==> src/rtl/mtimer_unit_pkg.sv <==
// Shared definitions for the machine-mode timer: register word offsets,
// CTRL bit positions and the mtimecmp reset constant.
package mtimer_unit_pkg;

  typedef enum logic [2:0] {
    OFS_MTIME_LO    = 3'd0,
    OFS_MTIME_HI    = 3'd1,
    OFS_MTIMECMP_LO = 3'd2,
    OFS_MTIMECMP_HI = 3'd3,
    OFS_CTRL        = 3'd4
  } reg_ofs_e;

  localparam int unsigned CTRL_EN        = 0;
  localparam int unsigned CTRL_CLR       = 1;
  localparam int unsigned CTRL_PRESC_LSB = 8;

  localparam logic [63:0] CMP_RST_DEFAULT = '1;

  function automatic logic [31:0] lo_word(input logic [63:0] v);
    return v[31:0];
  endfunction

  function automatic logic [31:0] hi_word(input logic [63:0] v);
    return v[63:32];
  endfunction

endpackage

==> src/rtl/mtimer_unit_cnt64.sv <==
// 64-bit mtime counter: clear, split-half bus load and increment with
// carry from the low into the high word.
module mtimer_cnt64 (
  input  logic        clk,
  input  logic        rst_n,
  input  logic        i_clr,
  input  logic        i_inc,
  input  logic        i_ld_lo,
  input  logic        i_ld_hi,
  input  logic [31:0] i_ld_data,
  output logic [63:0] o_cnt
);

  logic [63:0] r_cnt;

  // Clear beats a bus load, a bus load beats the increment; a loaded cycle
  // leaves the other half untouched (no carry into it).
  always_ff @(posedge clk or negedge rst_n) begin
    if (!rst_n) begin
      r_cnt <= '0;
    end else if (i_clr) begin
      r_cnt <= '0;
    end else if (i_ld_lo) begin
      r_cnt[31:0] <= i_ld_data;
    end else if (i_ld_hi) begin
      r_cnt[63:32] <= i_ld_data;
    end else if (i_inc) begin
      r_cnt <= r_cnt + 64'd1;
    end
  end

  assign o_cnt = r_cnt;

endmodule

==> src/rtl/mtimer_unit.sv <==
// Machine-mode timer peripheral: mtime/mtimecmp on the I/O bus, CTRL
// (EN, CLR), LO-then-HI atomic read via a HI shadow, registered timer
// interrupt request. Optional prescaler in CTRL[8 +: PRESC_W] when
// MTIMER_PRESCALER_EN is defined.
module mtimer_unit
  import mtimer_unit_pkg::*;
#(
  parameter logic [63:0] CMP_RST = CMP_RST_DEFAULT,
  parameter int unsigned PRESC_W = 8
) (
  input  logic        clk,
  input  logic        rst_n,
  input  logic        tmr_sel,
  input  logic [2:0]  tmr_adr,
  input  logic        tmr_we,
  input  logic        tmr_re,
  input  logic [31:0] tmr_wdata,
  output logic [31:0] tmr_rdata,
  input  logic        csr_mtie,
  output logic        frc_cntr_val_leq
);

  logic               w_wr;
  logic               w_rd;
  logic               w_wr_ctrl;
  logic               w_clr;
  logic               w_ld_lo;
  logic               w_ld_hi;
  logic               w_tick;
  logic [63:0]        w_mtime;
  logic [PRESC_W-1:0] w_presc_val;
  logic [31:0]        w_rd_val;

  logic               r_en;
  logic [63:0]        r_cmp;
  logic [31:0]        r_rdata;
  logic [31:0]        r_shadow;
  logic               r_leq;

  assign w_wr      = tmr_sel & tmr_we;
  assign w_rd      = tmr_sel & tmr_re;
  assign w_wr_ctrl = w_wr & (tmr_adr == OFS_CTRL);
  assign w_clr     = w_wr_ctrl & tmr_wdata[CTRL_CLR];
  assign w_ld_lo   = w_wr & (tmr_adr == OFS_MTIME_LO);
  assign w_ld_hi   = w_wr & (tmr_adr == OFS_MTIME_HI);

`ifdef MTIMER_PRESCALER_EN
  logic [PRESC_W-1:0] r_presc;
  logic [PRESC_W-1:0] r_pcnt;

  assign w_presc_val = r_presc;
  assign w_tick      = r_en & (r_pcnt == r_presc);

  // Prescaler: any CTRL write (including CLR) restarts the phase.
  always_ff @(posedge clk or negedge rst_n) begin
    if (!rst_n) begin
      r_presc <= '0;
      r_pcnt  <= '0;
    end else if (w_wr_ctrl) begin
      r_presc <= tmr_wdata[CTRL_PRESC_LSB +: PRESC_W];
      r_pcnt  <= '0;
    end else if (r_en) begin
      r_pcnt <= w_tick ? '0 : r_pcnt + PRESC_W'(1);
    end
  end
`else
  assign w_presc_val = '0;
  assign w_tick      = r_en;
`endif

  mtimer_cnt64 u_cnt (
    .clk       (clk),
    .rst_n     (rst_n),
    .i_clr     (w_clr),
    .i_inc     (w_tick),
    .i_ld_lo   (w_ld_lo),
    .i_ld_hi   (w_ld_hi),
    .i_ld_data (tmr_wdata),
    .o_cnt     (w_mtime)
  );

  // Register writes: EN and the two mtimecmp halves.
  always_ff @(posedge clk or negedge rst_n) begin
    if (!rst_n) begin
      r_en  <= 1'b0;
      r_cmp <= CMP_RST;
    end else if (w_wr) begin
      case (tmr_adr)
        OFS_MTIMECMP_LO: r_cmp[31:0]  <= tmr_wdata;
        OFS_MTIMECMP_HI: r_cmp[63:32] <= tmr_wdata;
        OFS_CTRL:        r_en         <= tmr_wdata[CTRL_EN];
        default:         ;
      endcase
    end
  end

  // Read mux from pre-write state so a same-cycle write is not visible.
  always_comb begin
    w_rd_val = '0;
    case (tmr_adr)
      OFS_MTIME_LO:    w_rd_val = lo_word(w_mtime);
      OFS_MTIME_HI:    w_rd_val = r_shadow;
      OFS_MTIMECMP_LO: w_rd_val = lo_word(r_cmp);
      OFS_MTIMECMP_HI: w_rd_val = hi_word(r_cmp);
      OFS_CTRL:        w_rd_val = 32'({w_presc_val, 6'b0, 1'b0, r_en});
      default:         w_rd_val = '0;
    endcase
  end

  // Registered read data; a LO read snapshots the live HI word.
  always_ff @(posedge clk or negedge rst_n) begin
    if (!rst_n) begin
      r_rdata  <= '0;
      r_shadow <= '0;
    end else if (w_rd) begin
      r_rdata <= w_rd_val;
      if (tmr_adr == OFS_MTIME_LO) begin
        r_shadow <= hi_word(w_mtime);
      end
    end
  end

  // Level interrupt request, independent of EN.
  always_ff @(posedge clk or negedge rst_n) begin
    if (!rst_n) begin
      r_leq <= 1'b0;
    end else begin
      r_leq <= csr_mtie & (r_cmp <= w_mtime);
    end
  end

  assign tmr_rdata        = r_rdata;
  assign frc_cntr_val_leq = r_leq;

endmodule

==> config.mk <==
export PLATFORM = sky130hd
export DESIGN_NAME = mtimer_unit
export DESIGN_NICKNAME = d
export VERILOG_FILES = /design/src/rtl/mtimer_unit_pkg.sv /design/src/rtl/mtimer_unit_cnt64.sv /design/src/rtl/mtimer_unit.sv
export SDC_FILE = /design/constraint.sdc
export NUM_CORES = 1
export LEC_CHECK = 0
export ABC_AREA = 1
export BUFFER_PORTS_ARGS = -buffer_cell sky130_fd_sc_hd__buf_2
export CAP_MARGIN = 30
export CORE_MARGIN = 3
export CORE_UTILIZATION = 60
export DETAILED_ROUTE_END_ITERATION = 6
export PLACE_DENSITY_LB_ADDON = 0.1
export SYNTH_ARGS = -nofsm -noshare
export SYNTH_HDL_FRONTEND = slang
export SYNTH_SLANG_ARGS = --single-unit
==> constraint.sdc <==
create_clock -name clk -period 3.7 [get_ports clk]
set_clock_uncertainty 0.15 [all_clocks]
set_input_delay 0.37 -clock clk [delete_from_list [all_inputs] [get_ports clk]]
set_output_delay 0.37 -clock clk [all_outputs]
set_load 0.02 [all_outputs]
# Yosys cells after proc, flatten, opt, wreduce, memory -nomap -nowiden
# Cells that the tools add are included.
[totals] register_bits=194 latchBits=0 ram_bits=0 romBits=0 input_bits=41 out_inout_bits=33 elab_cells=39 n_memories=0
[classes] add_sub_neg=1 mul=0 n_div=0 order_cmp=1 n_eq_ne=6 shift=0 mux=7 n_bitwise=7 reduce_logical=9
[op_table] cell="$pmux W32 S5" count=1
[op_table] cell="$mux W32" count=4
[op_table] cell="$mux W64" count=2
[op_table] cell="$add A64 B1 Y64 const B" count=1
[op_table] cell="$le A64 B64 Y1" count=1
[op_table] cell="$reduce_and A2 Y1" count=6
[op_table] cell="$and A1 B1 Y1" count=7
[op_table] cell="$eq A3 B2 Y1 const B" count=2
[op_table] cell="$reduce_bool A3 Y1" count=2
[op_table] cell="$eq A3 B1 Y1 const B" count=1
[op_table] cell="$eq A3 B3 Y1 const B" count=1
[op_table] cell="$logic_not A3 Y1" count=1
[op_table] cell="$ne A3 B1 Y1 const B" count=1
[op_table] cell="$ne A2 B1 Y1 const B" count=1

# Logic depth before layout (Yosys ltp)
# Gate-level depths: netlist of the first run.
[logic_depth] word_depth=5 mapped_depth=14 depth_no_buf=14

# Modules after synthesis
# Synthesis of the first run repeated with hierarchy kept, for this count alone.
[hier_totals] cells_unflattened=1784 area_unflattened_um2=12714.7
[modules_own_cells] module="mtimer_unit" n_inst=1 cells_per_inst=876 area_per_inst_um2=7445.9 seq_area_each_um2=3333.2
[modules_own_cells] module="mtimer_cnt64" n_inst=1 cells_per_inst=908 area_per_inst_um2=5268.8 seq_area_each_um2=1601.5

# Worst setup path before layout of the first run
# OpenSTA, ideal clock, no wires.
[synth_path] kind="register to register" start="register u_cnt.r_cnt[0] (netlist: u_cnt.o_cnt[0])" end="register u_cnt.r_cnt[56] (netlist: u_cnt.o_cnt[56])" setup_time_ns=0.116 arrival_ns=1.515 t_required_ns=3.434 slack_ns=1.919 path_stages_with_launch=13 path_buffers=0 period_less_slack_ns=1.781 path_cell_list="dfrtp_1 > ha_1 > nand2_1 > nor2_1 > nand2_1 > inv_2 > nand2_2 > nor2_4 > nand3_2 > o21ai_1 > nand3_1 > nand2_1 > nand2_1"
[synth_between] elab_chain_len=5
[synth_rtl] element="start: declaration" line="mtimer_unit_cnt64.sv:14" rtl="logic [63:0] r_cnt;"
[synth_rtl] element="start signal: assignment" line="mtimer_unit_cnt64.sv:24" rtl="r_cnt[31:0] <= i_ld_data;"
[synth_rtl] element="start signal: assignment" line="mtimer_unit_cnt64.sv:28" rtl="r_cnt <= r_cnt + 64'd1;"
[synth_rtl] element="$add A64 B1 Y64" line="mtimer_unit_cnt64.sv:28"
[synth_rtl] element="$mux W64" line="mtimer_unit_cnt64.sv:27" rtl="end else if (i_inc) begin"
[synth_rtl] element="$mux W32" line="mtimer_unit_cnt64.sv:25" rtl="end else if (i_ld_hi) begin"
[synth_rtl] element="$mux W32" line="mtimer_unit_cnt64.sv:23" rtl="end else if (i_ld_lo) begin"
[synth_rtl] element="$mux W64" line="mtimer_unit_cnt64.sv:21" rtl="end else if (i_clr) begin"
# Every way passes these cells. The select of a mux whose other input is x is not followed.
# A chain may end at the register's enable or synchronous reset.

# Worst setup path in the final report of the first run
[layout_path] start="register u_cnt.r_cnt[29] (netlist: u_cnt.o_cnt[29])" end="register r_leq (netlist: frc_cntr_val_leq)"
[layout_between] elab_chain_len=2
[layout_rtl] element="$le A64 B64 Y1" line="mtimer_unit.sv:128" rtl="r_leq <= csr_mtie & (r_cmp <= w_mtime);"
[layout_rtl] element="$and A1 B1 Y1" line="mtimer_unit.sv:128"
[layout_rtl] element="end signal: assignment" line="mtimer_unit.sv:128"
[layout_rtl] element="end: declaration" line="mtimer_unit.sv:38" rtl="logic r_leq;"
# Every way passes these cells.

==> metrics, run 1 <==
uppermost layer routed met4; Net Sw Power 3.783 mW; Leakage 6.280 nW; initial detailed-routing violation count 1596; wire per inst 21.24 um; post-route cell area 13440 um2; Reg power frac 0.406; Critical Path AT 2.70 ns; Primary FF master, synth dfrtp_1; diode count 0; Post-CTS Setup Bufs 0; post-synthesis sequential area ratio 0.4050; # rows 51; I/O pins 74; Vias/cell 6.151; Ys Warns 0; Inserted Clock Buffers 17; share of the synthesized area in the top cell type 0.2670; Mapped Cells 1639; CTS tree built; CTS H-tree depth 4; DR pass1 iterations 6; Logic pwr share 0.370; GRT Residual Overflow 0; worst path bufs/invs 1; setup tns final 0 ns; Critical Path RT 3.89 ns; DRC viols 0; Final Cycle Share 0.6776; Critical Path Sink Type register; Max Cap Viol 0; CP most frequent cell nand2_1; Root Buffer clkbuf_16; Hold Fails Final Rpt 0; post-synth top area cell dfrtp_1; outcome completed; post-synthesis async set-or-reset flop share 1.000; commonest non-fill, non-tap cell in the layout nand2_1; Worst Setup Start Kind register; PwrDens 641.1 nW/um2; syn_area_per_cell 7.435 um2; starting density of the core 0.6180; nets 1798; largest net degree at the start of global routing 108; Yosys reg bits 194; initial antenna violation count 0; RSZ-0062 raised after global routing no; WS Path Type register to register; CTS clock-pin slew for the worst setup and hold paths 0.08 ns; met2 routed WL 18200 um; CP max-delay cell dfrtp_1; total global-route track usage 0.3796; CP max FO 5; fraction of layout instances using a drive strength above 1 0.1478; Max IR drop VDD 0.0003513 V; synthesis-to-finish area growth 10.33%; Core Area 19720 um2; Placement Cell Area 12810 um2; GPL Wtd Cong 1.030; Mapped Area 12190 um2; crit path setup slack, layout 1.193 ns; antenna-violating nets left 0; Die Width 148.5 um; Final Max Tran Viols 0; die height 148.5 um; crit path cell chain inv_1 > ha_1 > nand2_1 > nor2_1 > nand4_1 > nor2_1 > nand2_1 > nand2_1 > o21bai_1 > nand2_1 > a21oi_1; Post-synth EDFFs 0; via count 12120; port bufs 73; Switching Share 0.4389; syn nets 1745; met1 wire length 17600 um; Routed WL 41850 um; minimum clock period after layout 2.507 ns; most frequent cells in the layout nand2_1 (496), o21ai_0 (179), inv_1 (149); Die Area 22060 um2; TritonCTS Sinks 194; final number of setup-violating endpoints 0; clk_lat worst skew 0.45 ns; largest cells by area after synthesis dfrtp_1 (27%), nand2_1 (15%), dfstp_2 (14%), o21ai_0 (7.4%), ha_1 (6.7%); Synth cell types 42; CTS max path bufs 2; Peak Freq 0.3989 GHz; Hold Crit Class input port to register; Int Power 4.836 mW; Critical Path Max Stage Delay 0.51 ns; met3 wire length 4793 um; pre-CTS WS 1.019 ns; Clk pwr share 0.224; hpwl dp 31120 um; largest delay contributor family on the critical path simple AND/OR/NAND/NOR gates; Rel. slew slack 0.3928; worst-margin pin slew 0.9109 ns; vias in the first global route 11150; first-pass GRT wire length 64160 um
sequential cells by signal, indices dropped and copies added (netlist names):
| name | cells |
|---|---|
| r_en | 1 |
| u_cnt.o_cnt | 64 |
| r_cmp | 64 |
| r_shadow | 32 |
| tmr_rdata | 32 |
| frc_cntr_val_leq | 1 |
area by class of cell:
| type | instances | area [um2] |
|---|---|---|
| clock buffer | 17 | 425.4 |
| clock inverter | 15 | 187.7 |
| fill | 1712 | 6274 |
| inverter | 165 | 619.3 |
| multi-input combinational | 1222 | 6386 |
| sequential | 194 | 4935 |
| tap | 265 | 331.6 |
| timing repair buffer | 92 | 559.3 |
per-layer routing:
metal | global-route usage | vias up
met3 | 0.09842 | 92
li1 | - | 5555
met4 | 0.1141 | 0
met5 | 0 | -
met2 | 0.5629 | 699
met1 | 0.5506 | 5771
power groups by stage:
stage	logic, mW	registers [mW]	clock network (mW)
2_1_floorplan	2.11	3.38	0
3_3_place_gp	2.98	3.48	0
3_5_place_dp	3.09	3.49	0
4_1_cts	3.13	3.46	1.94
5_1_grt	3.59	3.56	2.02
6_report	3.19	3.50	1.93
metrics by stage:
step	utilization	hold WS, ns	instances	power [mW]
floorplan	-	-0.07559	1639	5.480
global placement	0.6477	0.3079	1934	6.463
detailed placement	0.6497	0.3131	1936	6.581
CTS	0.6818	0.03398	1970	8.524
global route	0.6818	0.04605	1970	9.166
finish	0.6818	0.04647	1970	8.619
Yosys cell counts, types with 3 or more instances:
| library cell | count |
|---|---|
| o21ai_1 | 26 |
| o211ai_1 | 24 |
| dfrtp_1 | 130 |
| buf_6 | 3 |
| nor3_1 | 24 |
| inv_2 | 15 |
| buf_4 | 3 |
| dfstp_2 | 64 |
| inv_1 | 149 |
| xor2_1 | 21 |
| a21oi_1 | 83 |
| o21ai_0 | 179 |
| nand2_2 | 14 |
| nor2_4 | 10 |
| nand2_1 | 498 |
| nand3_2 | 3 |
| buf_1 | 5 |
| nand3_1 | 65 |
| a31oi_1 | 3 |
| ha_1 | 65 |
| nor3_2 | 6 |
| buf_2 | 8 |
| nand4_1 | 26 |
| a22oi_1 | 24 |
| a221oi_1 | 12 |
| nor2_1 | 101 |
| o22ai_1 | 8 |
| nor2_2 | 9 |
| o21a_1 | 4 |
| clkbuf_1 | 39 |
worst paths after layout:
path                       depth (start not counted)                to             from  slack, ns
min                                                3   u_cnt.o_cnt[11]    tmr_wdata[11]       0.05
min in group asynchronous                          2      tmr_rdata[3]            rst_n       0.43
min reg2reg                                        2      tmr_rdata[3]     tmr_rdata[3]       0.33
max                                               11  frc_cntr_val_leq  u_cnt.o_cnt[29]       1.19
max in group asynchronous                          3         r_cmp[61]            rst_n       2.03
max reg2reg                                       11  frc_cntr_val_leq  u_cnt.o_cnt[29]       1.19
cells by family after synthesis:
| logic type | synth area share |
|---|---|
| AO/OA/AOI/OAI | 0.1700 |
| XOR/XNOR | 0.01509 |
| adder cells (fa/ha/maj) | 0.06674 |
| buffers and inverters | 0.07229 |
| flip-flops | 0.4050 |
| AND/OR/NAND/NOR | 0.2709 |
worst register-to-register path: stages, from the launching register on:
cell	delay [ns]
dfrtp_1	0.51
inv_1	0.15
ha_1	0.32
nand2_1	0.06
nor2_1	0.25
nand4_1	0.30
nor2_1	0.31
nand2_1	0.09
nand2_1	0.08
o21bai_1	0.06
nand2_1	0.06
a21oi_1	0.06
timing repair:
item	4_1_cts	5_1_grt
hold endpoints to repair	72	0
hold buffers	2	0
gates resized for setup	0	0
(Power assumes the default switching activity.)
==> inputs of run 2 (changes only) <==
Clock period 3.7 ns to 2.44 ns, I/O delays scaled along.
==> metrics, run 2 (synthesis results as in run 1) <==
Die Width 148.5 um; hpwl dp 32370 um; Final Util 0.7054; starting density of the core 0.6180; Routed WL 42810 um; Max Cap Viol 0; Net Sw Power 5.901 mW; Critical Path AT 2.57 ns; Final Cycle Share 0.9570; DRC viols 0; CTS tree built; CTS clock-pin slew for the worst setup and hold paths 0.08 ns; Hold Startpoint tmr_wdata[4]; Critical Path Sink Type register; M2 GR Usage 0.5794; Critical Path Max Stage Delay 0.50 ns; via count 12260; FF/Latch Area 4935 um2; WHS Path Cells 3; gr busiest metal met2; Hold Fails Final Rpt 0; worst-margin pin slew 0.6633 ns; PwrDens 963.6 nW/um2; synthesis-to-finish area growth 14.14%; WS Path Type register to register; clk_lat worst skew 0.46 ns; initial detailed-routing violation count 1712; commonest non-fill, non-tap cell in the layout nand2_1; Int Power 7.501 mW; Peak Freq 0.4282 GHz; GRT Residual Overflow 0; crit path setup slack, layout 0.1049 ns; post-route cell area 13910 um2; Post-CTS Setup Bufs 0; crit path cell chain inv_1 > ha_1 > a21oi_1 > o21ai_0 > a21oi_1 > nand2_1 > o21bai_1 > nand2_1 > a21oi_1; I/O pins 74; antenna-violating nets left 0; CP max FO 5; initial antenna violation count 0; Critical Path RT 2.67 ns; area of the multi-input gates 6389 um2; Switching Share 0.4403; diode count 0; first-pass GRT wire length 66250 um; FF-to-FF path depth 9; Worst Setup Start Kind register; Inserted Clock Buffers 17; met1 Use GR 0.5683; dpl cells 1976; Vias/cell 6.056; Clk pwr share 0.218; GR Util met3 0.1213; # rows 51; Root Buffer clkbuf_16; Final Max Tran Viols 0; nets 1853; minimum clock period after layout 2.335 ns; RSZ-0062 raised after global routing no; fraction of layout instances using a drive strength above 1 0.1665; Die Area 22060 um2; worst reg2reg startpoint u_cnt.o_cnt[29]; die height 148.5 um; Rel. slew slack 0.5578; pre-CTS WS 0.1653 ns; Core Area 19720 um2; post-route insts no fill 2025; Reg power frac 0.398; most frequent cells in the layout nand2_1 (496), o21ai_0 (179), inv_1 (149); vias in the first global route 11400; Fillers 1687; Leakage 6.531 nW; wire per inst 21.14 um; largest net degree at the start of global routing 65; Logic pwr share 0.384; setup tns final 0 ns; total global-route track usage 0.3935; worst setup path start u_cnt.o_cnt[29]; CP most frequent cell a21oi_1; Placement Cell Area 13120 um2; TritonCTS Sinks 194; port bufs 73; CTS H-tree depth 4; DR pass1 iterations 6; Max IR drop VDD 0.0007764 V; CTS max path bufs 2; final number of setup-violating endpoints 0; Hold Crit Class input port to register; outcome completed; CP max-delay cell dfrtp_1; GPL Wtd Cong 1.095
-- run 2: repair_timing --
item | in CTS | in global routing
endpoints found under the setup margin | 0 | 1
endpoints found under the hold margin | 69 | 0
resized for setup | 0 | 1
hold buffers | 17 | 0
-- run 2: power groups by stage --
stage          clock network [mW]  logic [mW]  registers, mW
3_5_place_dp                    0        4.94           5.32
4_1_cts                      2.94        5.02           5.27
5_1_grt                      3.06        5.79           5.42
6_report                     2.92        5.15           5.33
2_1_floorplan                   0        3.19           5.12
3_3_place_gp                    0        4.82           5.28
-- run 2: cell type report --
cell class                      count  share of cell area
Inverter                          165             0.04453
Multi-Input combinational cell   1222              0.4593
Tap cell                          265             0.02384
Timing Repair Buffer              147             0.07350
Clock buffer                       17             0.03059
Clock inverter                     15             0.01340
Sequential cell                   194              0.3548
-- run 2: critical path: cells and delay by family, from the launching register on --
family | cells | cell delay, ns
adder cells (fa/ha/maj) | 1 | 0.32
AO/OA/AOI/OAI | 5 | 1.01
AND/OR/NAND/NOR | 2 | 0.16
buffers and inverters | 1 | 0.13
flip-flops | 1 | 0.50
-- run 2: worst paths after layout --
path,end,slack (ns)
max in group asynchronous,r_cmp[0],1.18
min in group asynchronous,tmr_rdata[9],0.20
setup / recovery,frc_cntr_val_leq,0.10
hold reg to reg,tmr_rdata[13],0.33
hold / removal,r_cmp[36],0.01
setup reg to reg,frc_cntr_val_leq,0.10
-- run 2: metrics by stage --
stage	total power [mW]	hold WS, ns
floorplan	8.310	-0.2016
global placement	10.09	0.1192
detailed placement	10.26	0.1223
CTS	13.22	0.001335
global route	14.27	0.006349
finish	13.40	0.01223
-- run 2: routing by layer --
layer	wire length (um)	vias to the layer above
met5	0	-
met4	957	0
met3	5796	83
met2	18410	770
met1	17650	5749
li1	-	5662
==> inputs of run 3 (changes only) <==
Settings changed: CTS_BUF_LIST from default to sky130_fd_sc_hd__clkbuf_16, REMOVE_ABC_BUFFERS from default to 1.
==> metrics, run 3 (synthesis results as in run 1) <==
Switching Share 0.4361; FF/Latch Area 4935 um2; TritonCTS Sinks 194; Root Buffer clkbuf_16; Clk pwr share 0.209; Peak Freq 0.4402 GHz; crit path cell chain inv_1 > ha_1 > nand4_1 > nor2_1 > and3_1 > nand2_1 > o21bai_1 > nand2_1 > a21oi_1; initial detailed-routing violation count 1384; first-pass GRT wire length 67650 um; Logic pwr share 0.395; hpwl dp 31930 um; vias in the first global route 12410; setup tns final 0 ns; Leakage 6.659 nW; Die Area 22060 um2; worst-margin pin slew 0.7078 ns; Final Max Tran Viols 0; CP most frequent cell nand2_1; met1 Use GR 0.5498; crit path setup slack, layout 0.1682 ns; synthesis-to-finish area growth 15.82%; post-route cell area 14110 um2; CTS clock-pin slew for the worst setup and hold paths 0.08 ns; largest delay contributor family on the critical path simple AND/OR/NAND/NOR gates; Net Sw Power 5.838 mW; Reg power frac 0.396; post-route insts no fill 2053; initial antenna violation count 0; Critical Path RT 2.63 ns; M2 GR Usage 0.6317; fraction of layout instances using a drive strength above 1 0.1723; GR Util met3 0.07099; largest net degree at the start of global routing 77; Core Area 19720 um2; WS Path Type register to register; nets 1881; Routed WL 42940 um; pre-CTS WS 0.2204 ns; Hold Crit Class input port to register; # rows 51; Pwr Total 13.39 mW; Worst Setup Start Kind register; total global-route track usage 0.3975; outcome completed; area of the multi-input gates 6391 um2; GPL Wtd Cong 1.062; clk_lat worst skew 0.45 ns; gr busiest metal met2; worst path bufs/invs 1; PwrDens 948.4 nW/um2; CP max-delay cell nor2_1; Rel. slew slack 0.5282; die height 148.5 um; Critical Path Sink Type register; wire per inst 20.91 um; I/O pins 74; Int Power 7.548 mW; CTS tree built; RSZ-0062 raised after global routing yes; port bufs 73; minimum clock period after layout 2.272 ns; CP max FO 4; CTS H-tree depth 4; Max Cap Viol 0; antenna-violating nets left 0; Die Width 148.5 um; via count 12460; Final Cycle Share 0.9311; DRC viols 0; Critical Path Max Stage Delay 0.47 ns; Fillers 1597; CTS max path bufs 2; Inserted Clock Buffers 17; GRT Residual Overflow 0; most frequent cells in the layout nand2_1 (495), o21ai_0 (179), inv_1 (150); dpl cells 1991; Max IR drop VDD 0.0006656 V; Vias/cell 6.067; Critical Path AT 2.46 ns; DR pass1 iterations 6; final number of setup-violating endpoints 0; Hold Fails Final Rpt 0; diode count 0; starting density of the core 0.6180; commonest non-fill, non-tap cell in the layout nand2_1; Placement Cell Area 13240 um2
run 3: cell types whose count changed in the layout (fill, tap and decap cells not counted), sizes merged:
cell	change
clkinv	-2
inv	+2
dlygate4sd3	+13
buf	+15
run 3: through the flow:
stage / hold slack [ns] / util
global placement: 0.1604 / 0.6714
detailed placement: 0.1716 / 0.6714
global route: 0.02219 / 0.7158
CTS: 0.003437 / 0.7157
floorplan: -0.2016 / -
finish: 0.006924 / 0.7158
run 3: worst paths after layout:
| check | from | endpoint | slack [ns] | depth (start not counted) |
|---|---|---|---|---|
| max reg2reg | u_cnt.o_cnt[62] | frc_cntr_val_leq | 0.17 | 9 |
| max | u_cnt.o_cnt[62] | frc_cntr_val_leq | 0.17 | 9 |
| min | tmr_wdata[0] | r_cmp[0] | 0.007 | 3 |
| min reg2reg | tmr_rdata[2] | tmr_rdata[2] | 0.33 | 2 |
| max in group asynchronous | rst_n | r_cmp[38] | 1.11 | 3 |
| min in group asynchronous | rst_n | r_shadow[2] | 0.24 | 2 |
run 3: power groups by stage:
stage	registers [mW]	clock network (mW)	logic [mW]
after CTS	5.24	2.83	5.17
after global placement	5.27	0	4.92
after detailed placement	5.28	0	5.09
after floorplan	5.12	0	3.13
after global routing	5.39	2.94	5.88
final	5.30	2.80	5.29
run 3: layout make-up:
| class | instances | area share |
|---|---|---|
| sequential | 194 | 0.3496 |
| tap | 265 | 0.02349 |
| timing repair buffer | 175 | 0.08963 |
| clock inverter | 15 | 0.01037 |
| clock buffer | 17 | 0.03014 |
| multi-input combinational | 1222 | 0.4528 |
| inverter | 165 | 0.04388 |
run 3: worst min-delay path: cells and delay by family:
| family | cells | cell delay (ns) |
|---|---|---|
| compound gates | 1 | 0.12 |
| buf+inv | 2 | 0.24 |
run 3: layer usage:
metal  routed length, um  share of wire  up-vias
met1               17710           0.41     5909
met5                   0              0        -
met2               19690           0.46      722
met3                4231          0.099      115
met4                1301          0.030        0
li1                    -              -     5710
run 3: timing repair:
action	CTS	global route
resized for setup	0	1
endpoints found under the hold margin	101	0
setup endpoints to repair	0	2
hold buffers	30	0
setup buffers	0	0
